**src/rtl/relu_maxpool_stage.sv**
```systemverilog
// relu_maxpool_stage
//   This block takes a raster-order stream of signed convolution results. It
//   applies ReLU, then 2x2 stride-2 max-pooling. It shifts the pooled value
//   right by SHIFT and saturates it to an unsigned OUT_W-bit pixel.
//
// Ports:
//   clk        rising-edge clock
//   reset      synchronous, active-low reset
//   start      one-cycle pulse; arms a new frame (ignored outside IDLE)
//   in_valid   conv result valid
//   in_data    signed conv result (two's complement)
//   in_ready   block accepts in_data this cycle
//   out_valid  pooled pixel valid
//   out_data   pooled, requantized pixel
//   out_ready  downstream accepts out_data
//   frame_done one-cycle pulse in the cycle the frame finishes draining
//   sat_count  (SAT_COUNT_EN only) saturated outputs in the current frame
//
// Optional feature macro: SAT_COUNT_EN (adds sat_count).
module relu_maxpool_stage #(
  parameter int DATA_W = 16,
  parameter int OUT_W  = 8,
  parameter int MAP_W  = 3,
  parameter int MAP_H  = 3,
  parameter int SHIFT  = 0
) (
  input  logic                     clk,
  input  logic                     reset,
  input  logic                     start,
  input  logic                     in_valid,
  input  logic signed [DATA_W-1:0] in_data,
  output logic                     in_ready,
  output logic                     out_valid,
  output logic [OUT_W-1:0]         out_data,
  input  logic                     out_ready,
  output logic                     frame_done
`ifdef SAT_COUNT_EN
  ,
  output logic [7:0]               sat_count
`endif
);

  localparam int MAG_W     = DATA_W - 1;
  localparam int COL_W     = $clog2(MAP_W);
  localparam int ROW_W     = $clog2(MAP_H);
  localparam int BUF_DEPTH = MAP_W / 2;
  localparam int BUF_AW    = (BUF_DEPTH > 1) ? $clog2(BUF_DEPTH) : 1;
  localparam logic [MAG_W-1:0] OUT_MAX = MAG_W'((1 << OUT_W) - 1);

  typedef enum logic [1:0] {IDLE, RUN, DRAIN} state_t;

  state_t state, state_next;

  logic [COL_W-1:0]  col;
  logic [ROW_W-1:0]  row;
  logic [MAG_W-1:0]  held;
  // Sized to a power of two so the index width matches the array exactly;
  // only the first BUF_DEPTH entries are ever addressed.
  logic [MAG_W-1:0]  row_buf [0:(1 << BUF_AW)-1];
  logic [BUF_AW-1:0] buf_idx;

  logic             accept;
  logic             col_last;
  logic             row_last;
  logic             load;
  logic [MAG_W-1:0] relu;
  logic [MAG_W-1:0] pm;
  logic [MAG_W-1:0] bv;
  logic [MAG_W-1:0] p;
  logic [MAG_W-1:0] q;
  logic             over;
  logic [OUT_W-1:0] pix;

  // ---------------------------------------------------------------- FSM
  always_ff @(posedge clk) begin
    if (!reset) state <= IDLE;
    else        state <= state_next;
  end

  always_comb begin
    state_next = state;
    case (state)
      IDLE:    if (start) state_next = RUN;
      RUN:     if (accept && col_last && row_last) state_next = DRAIN;
      DRAIN:   if (!out_valid || out_ready) state_next = IDLE;
      default: state_next = IDLE;
    endcase
  end

  always_comb begin
    in_ready   = (state == RUN) && !(out_valid && !out_ready);
    frame_done = (state == DRAIN) && (!out_valid || out_ready);
  end

  // ------------------------------------------------------------ datapath
  always_comb begin
    accept   = in_valid && in_ready;
    col_last = (col == COL_W'(MAP_W - 1));
    row_last = (row == ROW_W'(MAP_H - 1));
    buf_idx  = BUF_AW'(col >> 1);
    relu     = in_data[DATA_W-1] ? '0 : in_data[MAG_W-1:0];
    pm       = (held > relu) ? held : relu;
    bv       = row_buf[buf_idx];
    p        = (bv > pm) ? bv : pm;
    q        = p >> SHIFT;
    over     = (q > OUT_MAX);
    pix      = over ? '1 : q[OUT_W-1:0];
    // With an odd MAP_W the trailing even column never reaches an odd column.
    // With an odd MAP_H the trailing row is even. So discarded samples never
    // produce an output.
    load     = accept && col[0] && row[0];
  end

  always_ff @(posedge clk) begin
    if (!reset) begin
      col       <= '0;
      row       <= '0;
      out_valid <= 1'b0;
      out_data  <= '0;
    end else begin
      if (state == IDLE && start) begin
        col <= '0;
        row <= '0;
      end else if (accept) begin
        if (col_last) begin
          col <= '0;
          row <= row_last ? '0 : row + 1'b1;
        end else begin
          col <= col + 1'b1;
        end
      end

      if (load) begin
        out_data  <= pix;
        out_valid <= 1'b1;
      end else if (out_valid && out_ready) begin
        out_valid <= 1'b0;
      end
    end
  end

  // Pair-hold register and row buffer carry no reset: every value is written
  // before it is read within a frame.
  always_ff @(posedge clk) begin
    if (accept) begin
      if (!col[0]) held <= relu;
      else if (!row[0]) row_buf[buf_idx] <= pm;
    end
  end

`ifdef SAT_COUNT_EN
  always_ff @(posedge clk) begin
    if (!reset) begin
      sat_count <= '0;
    end else if (state == IDLE && start) begin
      sat_count <= '0;
    end else if (load && over && sat_count != 8'hFF) begin
      sat_count <= sat_count + 8'd1;
    end
  end
`endif

endmodule

```
**config.mk**
```make
export PLATFORM = sky130hd
export DESIGN_NAME = relu_maxpool_stage
export DESIGN_NICKNAME = d
export VERILOG_FILES = /design/src/rtl/relu_maxpool_stage.sv
export SDC_FILE = /design/constraint.sdc
export NUM_CORES = 1
export LEC_CHECK = 0
export CORE_MARGIN = 1.5
export CORE_UTILIZATION = 62
export DETAILED_ROUTE_END_ITERATION = 8
export GPL_TIMING_DRIVEN = 0
export PLACE_DENSITY = 0.93
export SLEW_MARGIN = 15
export SYNTH_ARGS = -nofsm -noshare
export SYNTH_HDL_FRONTEND = slang
export SYNTH_SLANG_ARGS = --single-unit
```
**constraint.sdc**
```tcl
create_clock -name clk -period 13.2 [get_ports clk]
set_input_delay 2.64 -clock clk [delete_from_list [all_inputs] [get_ports clk]]
set_output_delay 2.64 -clock clk [all_outputs]
set_load 0.02 [all_outputs]
```
Word level (Yosys, flattened, before mapping)
Memory sizes are Yosys's and may differ from the RTL's. A register that Yosys moved wholly into a read port is not among the register bits. Index checks and enable logic that the tools add are counted.

Register bits: 30. RAM bits: 30. Input bits: 21. Output and inout port bits: 11. Word-level logic and storage cells: 59. Memories kept: 1.

Memory list: row_buf (depth 2, width 15, read ports 1, clocked after memory_dff 1, write ports 1, line 59) `logic [MAG_W-1:0] row_buf [0:(1 << BUF_AW)-1];`.

$add $sub $neg: 2. $lt $le $gt $ge: 3. Equality and inequality tests: 7. Muxes and demuxes: 18. Bitwise operators: 2. Reduce and logical (&&, ||, !) cells: 20.

Operators by type and width (count): $mux W15 (3); $gt A15 B15 Y1 (2); $gt A15 B8 Y1 const B (1); $logic_and A1 B1 Y1 (10); $mux W2 (5); $mux W1 (8); $mux W8 (1); $eq A2 B2 Y1 const B (3); $pmux W2 S3 (1); $add A2 B1 Y2 const B (2); $ne A2 B2 Y1 const B (2); $reduce_and A2 Y1 (2); $logic_not A1 Y1 (3); $reduce_and A3 Y1 (1); $eq A2 B1 Y1 const B (1); $logic_not A2 Y1 (1); $ne A2 B1 Y1 const B (1); $not A1 Y1 (2); $reduce_bool A2 Y1 (1); $reduce_or A2 Y1 (1); $logic_or A1 B1 Y1 (1).

Logic depth before layout (Yosys ltp)
Depth in word-level cells: 9. Depth in mapped cells: 25. Mapped depth without buffers: 18.

Worst setup path after synthesis
Ideal clock, no wire load.

Kind: input-to-reg. From: input port in_data[15]. To: register out_data[0]. Setup time: 0.088 ns. Arrival time: 6.920 ns. Data required time: 13.112 ns. Slack: 6.192 ns. Stages: 25. Path buffers: 7. Path through: clkbuf_1 -> nand2b_1 -> ha_1 -> nand4_1 -> nor2_1 -> o21ai_1 -> a21oi_2 -> buf_6 -> clkbuf_1 -> clkbuf_1 -> clkbuf_1 -> nand2_1 -> o21ai_0 -> inv_1 -> ha_1 -> and4_1 -> a21oi_1 -> nand2_1 -> a221oi_1 -> o21ai_0 -> a211o_1 -> buf_6 -> and2_4 -> buf_6 -> a311oi_2.

Word-level cells in the longest chain between the ends: 7.

RTL lines: start: declaration (line 31) `input logic signed [DATA_W-1:0] in_data,`; $mux W15 (*) (line 101) `relu = in_data[DATA_W-1] ? '0 : in_data[MAG_W-1:0];`; $gt A15 B15 Y1 (line 102) `pm = (held > relu) ? held : relu;`; $mux W15 (*) (line 102); via pm[10] (line 67) `logic [MAG_W-1:0] pm;`; $gt A15 B15 Y1 (line 104) `p = (bv > pm) ? bv : pm;`; $mux W15 (*) (line 104); $gt A15 B8 Y1 (line 106) `over = (q > OUT_MAX);`; $mux W8 (*) (line 107) `pix = over ? '1 : q[OUT_W-1:0];`; end signal: assignment (line 134) `out_data <= pix;`; end: declaration (line 34) `output logic [OUT_W-1:0] out_data,`.

The timed path passes the listed nets; every way through them passes the cells marked *. A chain may end at the register's enable or synchronous reset.

Worst setup path in the final report
Ends and elaborated chain as after synthesis.

==> results_dict.tcl <==
set metrics [dict create \
    setup_viol_count_final 0 \
    routed_wl_mm 7.73 \
    clk_pin_slew_ns 0.07 \
    launching_point_of_the_worst_reg2reg_path "held[4]" \
    report.final.slew_viol_count 0 \
    htree_num_levels 3 \
    final.setup_skew_ns 0.00528 \
    ctsHoldBuffers 0 \
    die_area_um2 6160 \
    avgSynthCellArea_um2 10.5 \
    worstSetupEndpointType "register" \
    cts-buffers-inserted 9 \
    power.switching_uw 109 \
    r2r-end "out_data[0]" \
    track_usage_pct 27.1 \
    hold_path_end "state[0]" \
    grt_first_pass_wirelength_mm 12.5 \
    fin_tns_setup_ns 0 \
    synth_cells 336 \
    chipWidth_um 78.5 \
    drcViolationCount 0 \
    initial_core_util_pct 64.1 \
    cts.path.max_buffers 2 \
    power_frac_seq_pct 45.3 \
    yosysWarningCount 0 \
    power.combinational.fraction_pct 12.7 \
    holdPathStages 1 \
    drt_first_pass_iters 6 \
    num_rows 27 \
    timing_hold_violations_final 0 \
    final_standard_cell_count_with_taps_included_and_fillers_excluded 457 \
    worst-endpoint-required_ns 13.46 \
    ff2ff_path_depth 23 \
    grt_remaining_overflow 0 \
    irDropWorstVdd_mv 0.0686 \
    power.total_uw 469 \
    final_net_count 426 \
    postSynth.topFlopCell "sky130_fd_sc_hd__edfxtp_1" \
    timing.critical_path.slowest_stage_cell "sky130_fd_sc_hd__clkdlybuf4s50_1" \
    dpl.hpwl_mm 5.60 \
    maximum_number_of_pins_on_one_net_before_global_route_repair 17 \
    timing.max_cap.violations 0 \
    core-area_um2 5510 \
    timing.critical_path.fanout_max 10 \
    synthToLayoutAreaGrowth_pct 18.9 \
    period_share_pct 62.3 \
    static-leakage-power_uw 0.00165 \
    ioPinCount 32 \
    routed_via_density 6.07 \
    netlist-cell-type-count 52 \
    port-buffer-count 31 \
    postSynth.asyncResetShare_pct 0 \
    drt-initial-drc-count 195 \
    cts_post_setup_buffers_inserted 0 \
    fraction_of_the_yosys_area_taken_by_sequential_cells_pct 47.3 \
    syn_nets 382 \
    post_synth_fa_ha_maj_area_fraction_pct 9.14 \
    clock_sinks 61 \
    detailroute.via_count 2774 \
    grt_antenna_before_repair 0 \
    synthXorXnorAreaFrac_pct 0 \
    reg2reg_slack_ns 7.72 \
    gp_congestion 0.895 \
    placement.setup.worst_slack_ns 4.79 \
    max_freq_mhz 122 \
    synthMuxAreaShare_pct 6.84 \
    clock_power_share_pct 42.0 \
    cts-resized-gates 0 \
    clockRootBuffer "sky130_fd_sc_hd__clkbuf_8" \
    layout_setup_ws_ns 4.98 \
    critical_path_arrival_ns 8.48 \
    post-place-cells 441 \
    crit_path_frequent_cell "sky130_fd_sc_hd__clkbuf_1" \
    ys_ff_latch 61 \
    relative_slew_margins_pct 43.5 \
    synth_top_family_by_area "simple AND/OR/NAND/NOR gates" \
    clkLatencyLatePin_ns 0.35 \
    status "finished, final reports clean" \
    netSwitchingFraction_pct 23.2 \
    routed_wire_length_per_instance_um 16.9 \
    cpPeakStageDelay_ns 0.47 \
    grt_pass1_vias 2590 \
    start_kind "input pin" \
    post_route_minimum_period_ns 8.22 \
    holdCritPathClass "register to register" \
    synth-compound-area-share_pct 15.0 \
    internal_power_uw 361 \
    die_height_um 78.5 \
    cp_class "input pin to register" \
    worst-slew-pin-transition_ns 0.846 \
    netlist_area_um2 3530 \
    clock_tree_from_tritoncts "built" \
    diodes 0 \
    grt_setup_unrepaired "false" \
    synth_edf_count 45 \
    power-per-cell-area_nw_per_um2 112 \
    fraction_of_layout_cells_with_a_size_suffix_above_1_pct 11.9 \
    drt.antenna.violating_nets 0 \
    basic_gate_share_of_the_synthesized_area_counting_and_or_nand_and_nor_cells_pct 16.6 \
    worst_hold_startpoint "state[1]" \
]
## sequential cells by signal, summed over array words and instances, names as in the netlist, named ones only
register and flops:
row 2, col 2, out_valid 1, state 2, held 15, out_data 8, row_buf 30
## cells in the final DEF (no fill, tap or decap), drive strengths merged, types with 2 or more instances in the layout
| master | synthesis | layout |
|---|---|---|
| a211o | 2 | 2 |
| clkinv | 1 | 3 |
| nand3 | 5 | 5 |
| clkdlybuf4s50 | 0 | 31 |
| clkbuf | 7 | 18 |
| nor3b | 4 | 4 |
| o21a | 8 | 8 |
| nor3 | 9 | 9 |
| inv | 28 | 28 |
| dfxtp | 16 | 16 |
| o21ai | 18 | 18 |
| nor4 | 3 | 3 |
| nand2 | 29 | 29 |
| a31oi | 3 | 3 |
| and2 | 2 | 2 |
| nand2b | 18 | 18 |
| and4 | 4 | 4 |
| nor2 | 20 | 20 |
| and3 | 4 | 4 |
| edfxtp | 45 | 45 |
| nand4 | 4 | 4 |
| mux2 | 9 | 9 |
| a311oi | 7 | 7 |
| bufinv | 0 | 3 |
| a21o | 2 | 2 |
| a221oi | 2 | 2 |
| a21oi | 28 | 28 |
| o22ai | 2 | 2 |
| mux2i | 12 | 12 |
| nor2b | 3 | 3 |
| ha | 25 | 25 |
| a41o | 2 | 2 |
| buf | 5 | 7 |
## through the flow
| step | util (%) | cell area, µm² | hold slack (ns) |
|---|---|---|---|
| floorplan | - | 3530 | 0.452 |
| global placement | 71.4 | 3930 | 0.473 |
| detailed placement | 72.0 | 3970 | 0.499 |
| CTS | 76.2 | 4200 | 0.506 |
| global route | 76.2 | 4200 | 0.534 |
| finish | 76.2 | 4200 | 0.511 |
## synth_stat cells, types with 7 or more instances
library cell / instances / area share (%)
sky130_fd_sc_hd__a21oi_1: 25 / 3.5
sky130_fd_sc_hd__clkbuf_1: 7 / 0.74
sky130_fd_sc_hd__dfxtp_1: 16 / 9.1
sky130_fd_sc_hd__edfxtp_1: 45 / 38
sky130_fd_sc_hd__ha_1: 25 / 8.9
sky130_fd_sc_hd__inv_1: 27 / 2.9
sky130_fd_sc_hd__mux2_2: 8 / 2.6
sky130_fd_sc_hd__mux2i_1: 10 / 2.8
sky130_fd_sc_hd__nand2_1: 29 / 3.1
sky130_fd_sc_hd__nand2b_1: 18 / 3.2
sky130_fd_sc_hd__nor2_1: 20 / 2.1
sky130_fd_sc_hd__nor3_1: 9 / 1.3
sky130_fd_sc_hd__o21a_1: 8 / 1.7
sky130_fd_sc_hd__o21ai_0: 15 / 2.1
## worst max-delay path: cells and delay by family
kind / cells / cell delay, ns
buf+inv: 9 / 2.34
compound gates: 8 / 1.69
simple gates: 7 / 1.12
fa+ha+maj: 2 / 0.66
## layer usage
metal  global-route usage (%)  wire [µm]  vias to the layer above
met1                     33.3       3160                     1306
met4                     10.2        163                        0
li1                         -          -                     1320
met2                     45.7       3790                      125
met5                        0          0                        -
met3                     7.09        614                       23
## power groups by stage
stage / logic [µW] / registers, µW / clock network (µW)
after global placement: 54.6 / 217 / 0
after detailed placement: 57.8 / 217 / 0
after global routing: 65.7 / 213 / 207
after floorplan: 40.0 / 216 / 0
after CTS: 58.4 / 213 / 200
final: 59.4 / 213 / 197
## cell type report
cell class | instances | area, µm²
multi-input cells | 234 | 1690
clock inverters | 5 | 98.8
well taps | 72 | 90.1
flip-flops and latches | 61 | 1670
inverters | 29 | 109
clock buffers | 11 | 131
fillers | 376 | 1310
repair buffers | 33 | 333
plain buffers | 12 | 68.8
## kinds of logic after synthesis
| logic type | count (synthesis) |
|---|---|
| simple gates | 110 |
| compound gates | 77 |
| flops | 61 |
| buf+inv | 41 |
| fa+ha+maj | 26 |
| mux | 21 |
## how the worst max path moves through the flow
stage | slack [ns] | cells past startpoint | to | start
after floorplan | 6.19 | 25 | out_data[0] | in_data[15]
after CTS | 5.08 | 26 | out_data[0] | in_data[15]
after detailed placement | 4.79 | 26 | out_data[3] | in_data[15]
after global placement | 5.04 | 26 | out_data[5] | in_data[15]
after global routing | 4.49 | 26 | out_data[7] | in_data[15]
final | 4.98 | 26 | out_data[0] | in_data[15]
(Power assumes the default switching activity.)
